### src/rtl/md_pkg.sv
// Shared definitions for the HI/LO multiply/divide sequencer: function codes,
// FSM state encoding, iteration counts and small decode helpers.
package md_pkg;

  localparam logic [5:0] FUNC_MFHI  = 6'h10;
  localparam logic [5:0] FUNC_MTHI  = 6'h11;
  localparam logic [5:0] FUNC_MFLO  = 6'h12;
  localparam logic [5:0] FUNC_MTLO  = 6'h13;
  localparam logic [5:0] FUNC_MULT  = 6'h18;
  localparam logic [5:0] FUNC_MULTU = 6'h19;
  localparam logic [5:0] FUNC_DIV   = 6'h1A;
  localparam logic [5:0] FUNC_DIVU  = 6'h1B;

  localparam int MUL_CYCLES = 4;
  localparam int DIV_CYCLES = 32;

  typedef enum logic [1:0] {
    IDLE    = 2'd0,
    MUL_RUN = 2'd1,
    DIV_RUN = 2'd2,
    DONE    = 2'd3
  } md_state_t;

  function automatic logic is_muldiv_func(input logic [5:0] f);
    return (f == FUNC_MULT) || (f == FUNC_MULTU) || (f == FUNC_DIV) || (f == FUNC_DIVU);
  endfunction

  function automatic logic is_move_func(input logic [5:0] f);
    return (f == FUNC_MTHI) || (f == FUNC_MTLO);
  endfunction

endpackage

### src/rtl/md_step_counter.sv
// 5-bit loadable down-counter; saturates at zero so the final step count
// stays visible through DONE and IDLE.
module md_step_counter (
  input  logic       clk,
  input  logic       nrst,
  input  logic       load_i,
  input  logic [4:0] load_val_i,
  input  logic       en_i,
  output logic [4:0] count_o,
  output logic       zero_o
);

  logic [4:0] count_q;
  logic [4:0] count_d;

  always_comb begin
    count_d = count_q;
    if (load_i) begin
      count_d = load_val_i;
    end else if (en_i && (count_q != 5'd0)) begin
      count_d = count_q - 5'd1;
    end
  end

  always_ff @(posedge clk or negedge nrst) begin
    if (!nrst) begin
      count_q <= 5'd0;
    end else begin
      count_q <= count_d;
    end
  end

  assign count_o = count_q;
  assign zero_o  = (count_q == 5'd0);

endmodule

### src/rtl/md_sequencer.sv
// Control sequencer for the iterative multiply/divide unit: accepts HI/LO-class
// instructions from EX, runs the step sequence and stalls dependent instructions.
module md_sequencer
  import md_pkg::*;
(
  input  logic       clk,
  input  logic       nrst,
  input  logic       MulDivOp,
  input  logic [5:0] Func,
  input  logic       Hold,
  input  logic       Flush,
  output logic       Start,
  output logic       StepEn,
  output logic [4:0] StepCount,
  output logic       IsDiv,
  output logic       IsSigned,
  output logic       AccEn,
  output logic       AccSrcMove,
  output logic       Busy,
  output logic       StallEx
);

  localparam logic [4:0] MUL_LOAD = 5'(MUL_CYCLES - 1);
  localparam logic [4:0] DIV_LOAD = 5'(DIV_CYCLES - 1);

  md_state_t  state_q;
  md_state_t  state_d;
  logic       is_div_q;
  logic       is_signed_q;
  logic       issue_ok;
  logic       accept;
  logic       move_acc;
  logic       step_en;
  logic       cnt_load;
  logic [4:0] cnt_load_val;
  logic [4:0] cnt_value;
  logic       cnt_zero;

  // nrst is folded in so the combinational strobes stay low while reset is held.
  assign issue_ok = nrst && MulDivOp && !Hold && !Flush && (state_q == IDLE);
  assign accept   = issue_ok && is_muldiv_func(Func);
  assign move_acc = issue_ok && is_move_func(Func);

  always_comb begin
    state_d      = state_q;
    step_en      = 1'b0;
    cnt_load     = 1'b0;
    cnt_load_val = MUL_LOAD;
    AccEn        = 1'b0;
    AccSrcMove   = 1'b0;
    unique case (state_q)
      IDLE: begin
        if (accept) begin
          cnt_load     = 1'b1;
          cnt_load_val = Func[1] ? DIV_LOAD : MUL_LOAD;
          state_d      = Func[1] ? DIV_RUN : MUL_RUN;
        end else if (move_acc) begin
          AccEn      = 1'b1;
          AccSrcMove = 1'b1;
        end
      end
      MUL_RUN, DIV_RUN: begin
        step_en = 1'b1;
        if (cnt_zero) begin
          state_d = DONE;
        end
      end
      DONE: begin
        AccEn   = 1'b1;
        state_d = IDLE;
      end
      default: state_d = IDLE;
    endcase
  end

  // Func[1] separates DIV* from MULT*; Func[0] set marks the unsigned variant.
  always_ff @(posedge clk or negedge nrst) begin
    if (!nrst) begin
      state_q     <= IDLE;
      is_div_q    <= 1'b0;
      is_signed_q <= 1'b0;
    end else begin
      state_q <= state_d;
      if (accept) begin
        is_div_q    <= Func[1];
        is_signed_q <= ~Func[0];
      end
    end
  end

  md_step_counter u_step_counter (
    .clk        (clk),
    .nrst       (nrst),
    .load_i     (cnt_load),
    .load_val_i (cnt_load_val),
    .en_i       (step_en),
    .count_o    (cnt_value),
    .zero_o     (cnt_zero)
  );

  assign Start     = accept;
  assign StepEn    = step_en;
  assign StepCount = cnt_value;
  assign IsDiv     = is_div_q;
  assign IsSigned  = is_signed_q;
  assign Busy      = (state_q != IDLE);
  assign StallEx   = MulDivOp && (state_q != IDLE);

endmodule

### config.mk
export PLATFORM = sky130hd
export DESIGN_NAME = md_sequencer
export DESIGN_NICKNAME = d
export VERILOG_FILES = /design/src/rtl/md_pkg.sv /design/src/rtl/md_step_counter.sv /design/src/rtl/md_sequencer.sv
export SDC_FILE = /design/constraint.sdc
export NUM_CORES = 1
export LEC_CHECK = 0
export BUFFER_PORTS_ARGS = -buffer_cell sky130_fd_sc_hd__buf_2
export CAP_MARGIN = 5
export CORE_UTILIZATION = 51
export CTS_CLUSTER_DIAMETER = 50
export CTS_CLUSTER_SIZE = 10
export DETAILED_ROUTE_END_ITERATION = 8
export GPL_TIMING_DRIVEN = 1
export PLACE_DENSITY = 0.82
export SYNTH_ARGS = -nofsm -noshare
export SYNTH_HDL_FRONTEND = slang
export SYNTH_HIERARCHICAL = 1
export SYNTH_SLANG_ARGS = --single-unit
export TNS_END_PERCENT = 5
### constraint.sdc
create_clock -name clk -period 3.73 [get_ports clk]
set_input_delay 0.5595 -clock clk [delete_from_list [all_inputs] [get_ports clk]]
set_output_delay 0.5595 -clock clk [all_outputs]
set_load 0.01 [all_outputs]
Word level (Yosys, flattened, before mapping)
Cells that the tools add are included.

word-level totals
  memories = 0
  bits of input ports = 11
  output and inout port bits = 13
  word-level logic and storage cells = 54
  memory bits (read-only) = 0
  bits in latches = 0
  register bits after elaboration = 9
  memory bits (writable) = 0

operators by class
  $add $sub $neg = 1
  multipliers = 0
  shift operators = 0
  $lt $le $gt $ge = 0
  div/mod/pow operators = 0
  reduce and logical (&&, ||, !) cells = 21
  equal/unequal tests = 11
  mux-type cells = 16
  bitwise logic cells = 1

operators with widths
  kind                   count
  $eq A6 B5 Y1 const B   6
  $mux W5                5
  $logic_and A1 B1 Y1    8
  $mux W1                6
  $mux W2                3
  $pmux W2 S3            1
  $logic_not A5 Y1       1
  $reduce_bool A5 Y1     1
  $sub A5 B1 Y5 const B  1
  $eq A2 B2 Y1 const B   2
  $logic_or A1 B1 Y1     4
  $ne A2 B2 Y1 const B   2
  $reduce_bool A2 Y1     2
  $eq A2 B1 Y1 const B   1
  $logic_not A1 Y1       2
  $logic_not A2 Y1       1
  $pmux W1 S2            1
  $reduce_and A2 Y1      1
  $reduce_or A2 Y1       1
  $not A1 Y1             1

Depth between registers and ports, before layout
Gate-level depths: netlist of run 1.

  depth in word-level cells = 8
  mapped depth = 8
  gate-level depth less buffers = 7

Hierarchy
Netlist of run 1, hierarchy kept.

by module, submodules not included
  module           cells an instance  times used  area each (sq um)
  md_sequencer     38                 1           359.1
  md_step_counter  32                 1           304.0

Worst setup path before layout of run 1
No wires, ideal clock.

  path type = flip-flop to output port
  start = register state_q[0]
  end = output AccEn
  path slack = 1,691 ps
  cell stages (with the launch flop) = 6
  arrival = 1,480 ps
  cells stage by stage = dfrtp_1 -> inv_1 -> ha_1 -> nor4b_4 -> and4b_1 -> o21a_1

between the ends
  cells in the longest elaborated chain, start to end = 6

RTL lines
  element                 line                                    source
  from (decl)             md_sequencer.sv:26                      md_state_t state_q;
  from (signal assigned)  md_sequencer.sv:83                      state_q <= state_d;
  $logic_not A2 Y1        md_sequencer.sv:40, md_sequencer.sv:51
  $logic_and A1 B1 Y1     md_sequencer.sv:40                      assign issue_ok = nrst && MulDivOp && !Hold && !Flush && (state_q == IDLE);
  $logic_and A1 B1 Y1     md_sequencer.sv:42                      assign move_acc = issue_ok && is_move_func(Func);
  $mux W1                 md_sequencer.sv:57                      end else if (move_acc) begin
  $mux W1                 md_sequencer.sv:53                      if (accept) begin
  $pmux W1 S2 *           md_sequencer.sv:51                      unique case (state_q)
  to (decl)               md_sequencer.sv:17                      output logic AccEn,

Mark *: on every way between the ends. The rest lies on a longest branch, timed or not.

Final worst setup path of run 1
Ends and elaborated chain as after synthesis.

==> results of run 1 <==
==> worst register-to-register path, delay by kind of cell, from the launching register on <==
family          cells  cell delay [ns]
fa+ha+maj           1             0.24
compound gates      1             0.04
simple gates        3             0.83
buf+inv             2             0.35
flops               1             0.42
==> flip-flops by register name, summed over array words and instances (netlist names) <==
name and flops:
u_step_counter/count_o 5, state_q 2, IsDiv 1, IsSigned 1
==> cell usage after synthesis (2+ instances only) <==
master    count
nand2_1       3
a311oi_1      2
clkbuf_1      2
nand4_1       2
and4b_1       3
dfrtp_1       9
inv_1        10
nand2b_1      2
a21oi_1       5
ha_1          3
nor2b_1       2
or3_1         2
==> power by group through the flow <==
| stage | sequential, mW | combinational [mW] | clock, mW |
|---|---|---|---|
| CTS | 0.182 | 0.362 | 0.0753 |
| global placement | 0.182 | 0.351 | 0 |
| global route | 0.189 | 0.413 | 0.0827 |
| finish | 0.182 | 0.364 | 0.0737 |
| detailed placement | 0.184 | 0.358 | 0 |
| floorplan | 0.189 | 0.247 | 0 |
==> worst max-delay path by stage <==
stage / start / to / cells after the start
2_1_floorplan: state_q[0] / AccEn / 5
3_3_place_gp: nrst / AccEn / 5
3_5_place_dp: nrst / AccEn / 5
4_1_cts: state_q[0] / AccEn / 6
5_1_grt: state_q[1] / AccEn / 6
6_report: state_q[0] / AccEn / 6
==> stage by stage <==
stage               cells  hold slack, ns  total power, mW  instance area [um^2]  setup slack, ns
floorplan              71          0.2639           0.4356                 666.9            1.691
global placement      106          0.4238           0.5334                 792.0            1.545
detailed placement    106          0.4246           0.5421                 792.0            1.500
CTS                   110          0.1543           0.6192                 818.3            1.239
global route          110          0.1537           0.6848                 818.3            1.081
finish                110          0.1478           0.6195                 818.3            1.214
==> area by class of cell <==
class	count	area (um^2)
Multi-Input combinational cell	50	396.6
Fill cell	97	337.8
Clock buffer	4	26.28
Inverter	10	37.54
Sequential cell	9	225.2
Tap cell	14	17.52
Timing Repair Buffer	23	115.1
==> cell families (layout without fill, tap and decap cells) <==
logic type,after synthesis,in the layout,synth area share
simple gates,27,27,0.3245
fa+ha+maj,3,3,0.05661
mux,1,1,0.01509
compound gates,17,17,0.1906
flops,9,9,0.3396
buf+inv,12,37,0.06793
other cells,1,2,0.005655
==> per-layer routing <==
layer  wire [um]  share of wire  global-route usage
met5           0              0                   0
met3          71          0.050             0.05233
met2         663           0.47              0.3347
met1         678           0.48              0.3551
met4          10         0.0070             0.02679
==> reports/metrics.cfg, run 1 <==
[run_status]
status = complete, no violations

[finish]
fin_nets = 111
layout_common_cells = 23 x buf_2, 10 x inv_1, 9 x dfrtp_1
layout_commonest_cell = buf_2
area_delta_synth_final_pct = 23.40
final_core_util = 0.7078
final_layout_size_suffix_gt1_frac = 0.3750
antennaDiodeCount = 0

[sta]
rsz0062_at_grt = false
finalCritPeriodShare = 0.6746
period_minus_slack_ns = 2.516
final_hold_viol_count = 0
clock_skew_ns = 0.004281
slew_violations = 0
finalSetupTns_ns = 0
max_freq_mhz = 397.4
setup_viol = 0

[clocking]
ctsResizeCount = 0
postCtsHoldBufs = 0
clockBufferDepth = 2
post-cts-setup-buffers = 0
clkTransAtPathRegs_ns = 0.06
htreeDepth = 1
cts_tree = done
cts.sinks = 9
cts_root_buffer = clkbuf_4
clk_latency_ns = 0.25
cts_made_buffers = 3

[route]
first_iter_violations = 29
wl_um = 1424
ant_nets = 0
vias = 617
dr.pass1.iters = 4
via_per_inst = 5.609
wl_per_cell_um = 12.95
drc = 0

[pwr]
p_comb_frac = 0.587
power_density_nw_per_um2 = 757.0
p_seq_frac = 0.294
p_sw_mw = 0.2624
p_leak_nw = 0.4556
clockPowerShare = 0.119
max-vdd-ir-drop_mv = 0.4962
internal-power_mw = 0.3570
p_sw_frac = 0.4236

[floorplanning]
initial_core_util = 0.5736
die_width_um = 38.06
ios = 24
die-area_um2 = 1449
die_h_um = 38.06
design.core.area_um2 = 1156
rows = 12

[setup_path]
r2r-start = state_q[0]
rr_endpoint = u_step_counter/count_o[3]
arrival_ns = 1.96
reg2regPathDepth = 7
crit_type = register to primary output
start_kind = register
crit_buf_inv = 2
crit_chain = inv_1 -> ha_1 -> nor4b_4 -> and4b_1 -> o21a_1 -> buf_2
critical-path-top-delay-family = simple AND/OR/NAND/NOR gates
cp_max_fo = 8
r2r_setup_slack_ns = 1.75
cp.required_ns = 3.17
crit_path_max_incr_delay_ns = 0.44
critical-path-slowest-cell = nor4b_4
worst_setup_path_end_kind = primary output

[yosys]
synth_cell_types = 37
ys_ff_latch = 9
synth_top_cell_by_area = dfrtp_1
synthArstFlopShare = 1.000
synth_edf_count = 0
syn_area_um2 = 663.1
syn_inst = 70
synth_warnings = 6
synth_area_leaders = dfrtp_1 34%, ha_1 5.7%, inv_1 5.7%
syn_avg_cell_area_um2 = 9.473
seq_area_frac_synth = 0.3396
ys.flop_type = dfrtp_1
yosys.area.top_type_share = 0.3396

[global_routing]
antenna_found_initial = 0
first_global_vias = 528
grt_max_degree = 12
grt_usage = 0.2316
grt_pass1_wl_um = 2387
grt_overflow_total = 0

[run]
drv_cap = 0

[place]
gp_congestion = 0.8308
dp.final_hpwl_um = 1080
portBuffers = 23

[worst_hold_path]
hold_path_class = input pin to asynchronous set/reset pin

Power figures use the tool's default switching activity.
==> inputs of run 2 (changes only) <==
--- a/config.mk
+++ b/config.mk
@@ -7,12 +7,12 @@
 export LEC_CHECK = 0
 export BUFFER_PORTS_ARGS = -buffer_cell sky130_fd_sc_hd__buf_2
 export CAP_MARGIN = 5
-export CORE_UTILIZATION = 51
+export CORE_UTILIZATION = 42
 export CTS_CLUSTER_DIAMETER = 50
 export CTS_CLUSTER_SIZE = 10
 export DETAILED_ROUTE_END_ITERATION = 8
 export GPL_TIMING_DRIVEN = 1
-export PLACE_DENSITY = 0.82
+export PLACE_DENSITY = 0.72
 export SYNTH_ARGS = -nofsm -noshare
 export SYNTH_HDL_FRONTEND = slang
 export SYNTH_HIERARCHICAL = 1
==> constraint.sdc (replaced) <==
create_clock -name clk -period 2.2 [get_ports clk]
set_input_delay 0.33 -clock clk [delete_from_list [all_inputs] [get_ports clk]]
set_output_delay 0.33 -clock clk [all_outputs]
set_load 0.01 [all_outputs]
==> reports/metrics.cfg, run 2 (synthesis results as in run 1) <==
[floorplanning]
ios = 24  ; unchanged
rows = 13  ; +1
die_h_um = 41.74  ; +9.7%
die-area_um2 = 1742  ; +20%
initial_core_util = 0.4796  ; -0.09395
design.core.area_um2 = 1383  ; +20%
die_width_um = 41.74  ; +9.7%

[global_routing]
grt_max_degree = 11  ; -1
antenna_found_initial = 0  ; unchanged
grt_pass1_wl_um = 2477  ; +3.8%
grt_overflow_total = 0  ; unchanged
grt_usage = 0.1848  ; -0.04684
first_global_vias = 574  ; +8.7%

[finish]
ff_latch_area_um2 = 225.2  ; unchanged
design_area_um2 = 863.3  ; +5.5%
area_delta_synth_final_pct = 30.19
final_layout_size_suffix_gt1_frac = 0.4158  ; +0.04084
layout_commonest_cell = buf_2
final_core_util = 0.6244  ; -0.08336
fill_cells = 107  ; +10%
multi_input_area_um2 = 400.4  ; +0.95%
layout_common_cells = 23 x buf_2, 10 x inv_1, 9 x dfrtp_1
fin_nets = 116  ; +4.5%
antennaDiodeCount = 0  ; unchanged
largest_register_ff_count = 5  ; unchanged

[clocking]
cts_tree = done
clkTransAtPathRegs_ns = 0.07  ; about the same
htreeDepth = 1  ; unchanged
cts_made_buffers = 3  ; unchanged
cts_root_buffer = clkbuf_4
clk_latency_ns = 0.26  ; about the same
cts.sinks = 9  ; unchanged
clockBufferDepth = 2  ; unchanged

[setup_path]
cp.required_ns = 1.87  ; -1.30 ns
crit_top_cell = buf_2
crit_chain = dlygate4sd3_1 -> buf_2 -> and4b_2 -> and4b_1 -> o21a_1 -> buf_2
crit_path_max_incr_delay_ns = 0.53  ; +0.09 ns
crit_type = input pin to primary output
cp_max_fo = 8  ; unchanged
worst_setup_path_end_kind = primary output
critical-path-slowest-cell = dlygate4sd3_1
arrival_ns = 1.78  ; -0.18 ns
crit_buf_inv = 3  ; +1
start_kind = input pin
critical-path-top-delay-family = buffers and inverters

[sta]
setup_slack_ns = 0.08526  ; -1.129 ns
max_freq_mhz = 472.9
finalCritPeriodShare = 0.9612
final_hold_viol_count = 0  ; unchanged
setup_viol = 0  ; unchanged
rsz0062_at_grt = false
period_minus_slack_ns = 2.115
slew_violations = 0  ; unchanged
clock_skew_ns = 0.003798  ; -0.0004831 ns
fin_hold_ws_ns = 0.2465  ; +0.09862 ns
finalSetupTns_ns = 0  ; unchanged

[pwr]
power_density_nw_per_um2 = 1272  ; +68%
max-vdd-ir-drop_mv = 0.7058  ; +42%
p_leak_nw = 0.4783  ; +5.0%

[place]
place_ws_ns = 0.2420  ; -1.258 ns
placed_cell_area_um2 = 808.3  ; +2.1%
gp_congestion = 0.8807  ; +6.0%
portBuffers = 23  ; unchanged
dp.final_hpwl_um = 1119  ; +3.6%

[route]
wl_um = 1520  ; +6.7%
first_iter_violations = 37  ; +28%
vias = 646  ; +4.7%
drc = 0  ; unchanged
ant_nets = 0  ; unchanged
via_per_inst = 5.569  ; -0.72%
dr.pass1.iters = 4  ; unchanged
wl_per_cell_um = 13.10  ; +1.2%

[run]
drv_cap = 0  ; unchanged

[worst_hold_path]
hold_path_class = input pin to register

[run_status]
status = complete, no violations

[run 2: final cells by class]
class                      instances  area share
inverter                          10     0.04348
timing repair buffer              28      0.1797
clock buffer                       4     0.03043
multi-input combinational         50      0.4638
sequential                         9      0.2609
tap                               15     0.02174
[run 2: layer usage]
layer,vias to the layer above,global-route usage,wire (um)
li1,315,-,-
met1,296,0.2493,706
met2,33,0.2781,716
met3,2,0.02609,83
met4,0,0.1097,13
met5,-,0,0
[run 2: path summary, 6_finish.rpt]
path	slack, ns	end	cells after the start	start
max	0.09	AccEn	6	nrst
min	0.25	IsSigned	2	Func[0]
max reg2reg	0.30	state_q[1]	7	u_step_counter/count_o[0]
min reg2reg	0.47	IsDiv	1	IsDiv
max in group asynchronous	1.53	u_step_counter/count_o[2]	3	nrst
min in group asynchronous	0.53	state_q[0]	3	nrst
[run 2: worst register-to-register path, delay by kind of cell (launching register included)]
kind,cells,cell delay [ns]
buffers and inverters,2,0.24
adders and majority gates,1,0.17
and+or+nand+nor,3,0.90
AOI/OAI and AO/OA,1,0.15
DFF,1,0.39
[run 2: timing repair]
action / in CTS / in global routing
hold endpoints to repair: 9 / 0
setup buffers: 2 / 0
setup endpoints to repair: 1 / 2
hold buffers: 1 / 0
cloned: 0 / 0
gates resized for setup: 0 / 2
[run 2: per-stage QoR]
step                      instances  total power [mW]
final                           116             1.099
after global routing            116             1.202
after CTS                       116             1.093
after detailed placement        109            0.9454
after global placement          109            0.9271
after floorplan                  71            0.7386
[run 2: where the power goes]
group,total [mW],internal [mW],switching (mW)
logic,0.659,0.324,0.335
registers,0.307,0.238,0.0687
clock network,0.133,0.0700,0.0628
total,1.10,0.632,0.467
==> inputs of run 3 (changes only) <==
==> config.mk (replaced) <==
export PLATFORM = sky130hd
export DESIGN_NAME = md_sequencer
export DESIGN_NICKNAME = d
export VERILOG_FILES = /design/src/rtl/md_pkg.sv /design/src/rtl/md_step_counter.sv /design/src/rtl/md_sequencer.sv
export SDC_FILE = /design/constraint.sdc
export NUM_CORES = 1
export LEC_CHECK = 0
export CAP_MARGIN = 5
export CORE_AREA = 2 2 39 41
export CTS_CLUSTER_DIAMETER = 50
export CTS_CLUSTER_SIZE = 40
export DETAILED_ROUTE_END_ITERATION = 8
export DIE_AREA = 0 0 41 43
export DONT_BUFFER_PORTS = 1
export GPL_TIMING_DRIVEN = 1
export PLACE_DENSITY = 0.62
export SYNTH_ARGS = -nofsm -noshare
export SYNTH_HDL_FRONTEND = slang
export SYNTH_SLANG_ARGS = --single-unit
export TNS_END_PERCENT = 5
==> reports/metrics.cfg, run 3 <==
[route]
ant_nets = 0  ; unchanged
wl_per_cell_um = 13.73  ; +4.8%
first_iter_violations = 5  ; -86%
wl_um = 1126  ; -26%
dr.pass1.iters = 2  ; -2
vias = 470  ; -27%
via_per_inst = 5.732  ; +2.9%
drc = 0  ; unchanged

[finish]
fin_nets = 82  ; -29%
antennaDiodeCount = 0  ; unchanged
layout_common_cells = 9 x dfrtp_1, 7 x inv_1, 6 x nand2_1
fill_cells = 144  ; +35%
final_core_util = 0.4693  ; -0.1552
fin_cells = 82  ; -29%
final_layout_size_suffix_gt1_frac = 0.1818  ; -0.2340
largest_register_ff_count = 5  ; unchanged
area_delta_synth_final_pct = 7.453
layout_commonest_cell = dfrtp_1

[floorplanning]
die_h_um = 43  ; +3.0%
design.core.area_um2 = 1384  ; about the same
die-area_um2 = 1763  ; +1.2%
die_width_um = 41  ; -1.8%
ios = 24  ; unchanged
rows = 14  ; +1
initial_core_util = 0.4367  ; -0.04293

[setup_path]
cp.required_ns = 1.87  ; about the same
crit_path_max_incr_delay_ns = 0.39  ; -0.14 ns
reg2regPathDepth = 6  ; -1
worst_setup_path_end_kind = primary output
cp_max_fo = 3  ; -5
critical-path-slowest-cell = dfrtp_1
start_kind = register
crit_chain = inv_1 -> ha_1 -> nand4b_4 -> nor3_1 -> a31oi_1 -> nor2_1
arrival_ns = 1.67  ; -0.11 ns
r2r_setup_slack_ns = 0.30  ; about the same
r2r-start = u_step_counter.count_o[0]
rr_endpoint = state_q[0]
crit_type = register to primary output

[yosys]
syn_area_um2 = 604.3  ; -8.9%
synth_most_common_cell = dfrtp_1
yosys.area.top_type_share = 0.3727  ; +0.03305
ys_ff_latch = 9  ; unchanged
synth_cell_types = 28  ; -24%
syn-num-nets = 77
synthArstFlopShare = 1.000  ; unchanged
synth_edf_count = 0  ; unchanged
syn_inst = 62  ; -11%
ys.flop_type = dfrtp_1
seq_area_frac_synth = 0.3727  ; +0.03305
ys_top_cells_by_count = 9 x dfrtp_1, 7 x inv_1, 6 x nand2_1
synth_top_cell_by_area = dfrtp_1
synth_area_leaders = dfrtp_1 37%, ha_1 8.3%, mux2_4 5.0%
synth_warnings = 0  ; -6
syn_avg_cell_area_um2 = 9.747  ; +2.9%

[worst_hold_path]
hold_path_class = input pin to register
hold_end = IsSigned
min_path_cells = 1  ; -1
hold_start = Func[0]

[sta]
worstMarginPinSlew_ns = 0.4166
slew_violations = 0  ; unchanged
rsz0062_at_grt = false
clock_skew_ns = 0.004888  ; +0.001090 ns
final_hold_viol_count = 0  ; unchanged
finalCritPeriodShare = 0.9095  ; -0.05174
finalSetupTns_ns = 0  ; unchanged
setup_viol = 0  ; unchanged
fin_hold_ws_ns = 0.1695  ; -0.07695 ns
relSlewSlack = 0.7214
max_freq_mhz = 499.8  ; +5.7%
period_minus_slack_ns = 2.001  ; -0.1138 ns

[clocking]
cts.sinks = 9  ; unchanged
postCtsHoldBufs = 1  ; unchanged
clkTransAtPathRegs_ns = 0.06  ; about the same
cts_tree = done
cts_root_buffer = clkbuf_4
clk_latency_ns = 0.26  ; about the same
clockBufferDepth = 2  ; unchanged
cts_made_buffers = 3  ; unchanged
ctsResizeCount = 0  ; unchanged
htreeDepth = 1  ; unchanged
post-cts-setup-buffers = 0  ; -2

[pwr]
internal-power_mw = 0.5462  ; -14%
max-vdd-ir-drop_mv = 0.7712  ; +9.3%
p_leak_nw = 0.3155  ; -34%
clockPowerShare = 0.126  ; +0.005
p_sw_mw = 0.4489  ; -3.8%
total_power_mw = 0.9952  ; -9.4%
p_sw_frac = 0.4511  ; +0.02640
p_seq_frac = 0.330  ; +0.050
p_comb_frac = 0.544  ; -0.056
power_density_nw_per_um2 = 1533  ; +20%

[global_routing]
grt_pass1_wl_um = 1669  ; -33%
grt_usage = 0.1411  ; -0.04367
grt_overflow_total = 0  ; unchanged
grt_max_degree = 10  ; -1
antenna_found_initial = 0  ; unchanged
first_global_vias = 421  ; -27%

[place]
place_inst = 77  ; -29%
portBuffers = 0  ; -100%
dp.final_hpwl_um = 906.2  ; -19%
gp_congestion = 0.7084  ; -20%

[run_status]
status = complete, no violations

[run]
drv_cap = 0  ; unchanged

-- run 3: cell types whose count changed in the layout (fill, tap and decap cells not counted), sizes merged, moves of 3 or more --
cell / before / now
a31oi: 0 / 3
nand2: 3 / 6
a21oi: 6 / 3
buf: 27 / 2
nor2: 1 / 4
inv: 10 / 7
and4b: 3 / 0
-- run 3: kinds of logic (layout without fill, tap and decap cells) --
group,after synthesis,after routing,synth area share
buffers and inverters,10,14,0.08696
AOI/OAI and AO/OA,12,12,0.1304
muxes,3,3,0.06626
adders and majority gates,4,4,0.08282
xor gates and xnor gates,2,2,0.02899
DFF,9,9,0.3727
and+or+nand+nor,22,22,0.2319
-- run 3: how the worst max path moves through the flow --
stage / slack [ns] / end / from / depth (start not counted)
after global placement: 0.32 / state_q[0] / u_step_counter.count_o[0] / 6
after detailed placement: 0.32 / state_q[0] / u_step_counter.count_o[0] / 6
after global routing: 0.05 / AccEn / state_q[0] / 6
after CTS: 0.20 / AccEn / state_q[0] / 6
final: 0.20 / AccEn / state_q[0] / 6
after floorplan: 0.31 / IsDiv / state_q[0] / 7
-- run 3: final cells by class --
class	count	area (um^2)	area share
Sequential cell	9	225.2	0.3468
Timing Repair Buffer	3	25.02	0.03854
Inverter	7	26.28	0.04046
Multi-Input combinational cell	43	326.6	0.5029
Clock buffer	4	26.28	0.04046
Tap cell	16	20.02	0.03083
-- run 3: routing by layer --
layer,up-vias,routed length (um),GRT usage
met2,23,518,0.2219
met5,-,0,0
li1,229,-,-
met4,0,30,0.08000
met3,4,102,0.02618
met1,214,476,0.1700
-- run 3: stage by stage --
step | worst slack [ns] | cell area, um^2
2_1_floorplan | 0.3139 | 604.3
3_3_place_gp | 0.3157 | 613.1
3_5_place_dp | 0.3197 | 613.1
4_1_cts | 0.1980 | 649.4
5_1_grt | 0.04681 | 649.4
6_report | 0.1991 | 649.4
-- run 3: critical path, delay by kind of cell, from the launching register on --
kind,cells,cell delay [ns]
buf+inv,1,0.08
simple gates,3,0.61
compound gates,1,0.13
flops,1,0.39
fa+ha+maj,1,0.21
-- run 3: power groups by stage --
stage,logic [mW],clock network (mW),registers [mW]
after floorplan,0.442,0,0.318
after global placement,0.538,0,0.334
after detailed placement,0.531,0,0.336
after CTS,0.548,0.128,0.333
after global routing,0.595,0.137,0.346
final,0.541,0.125,0.329
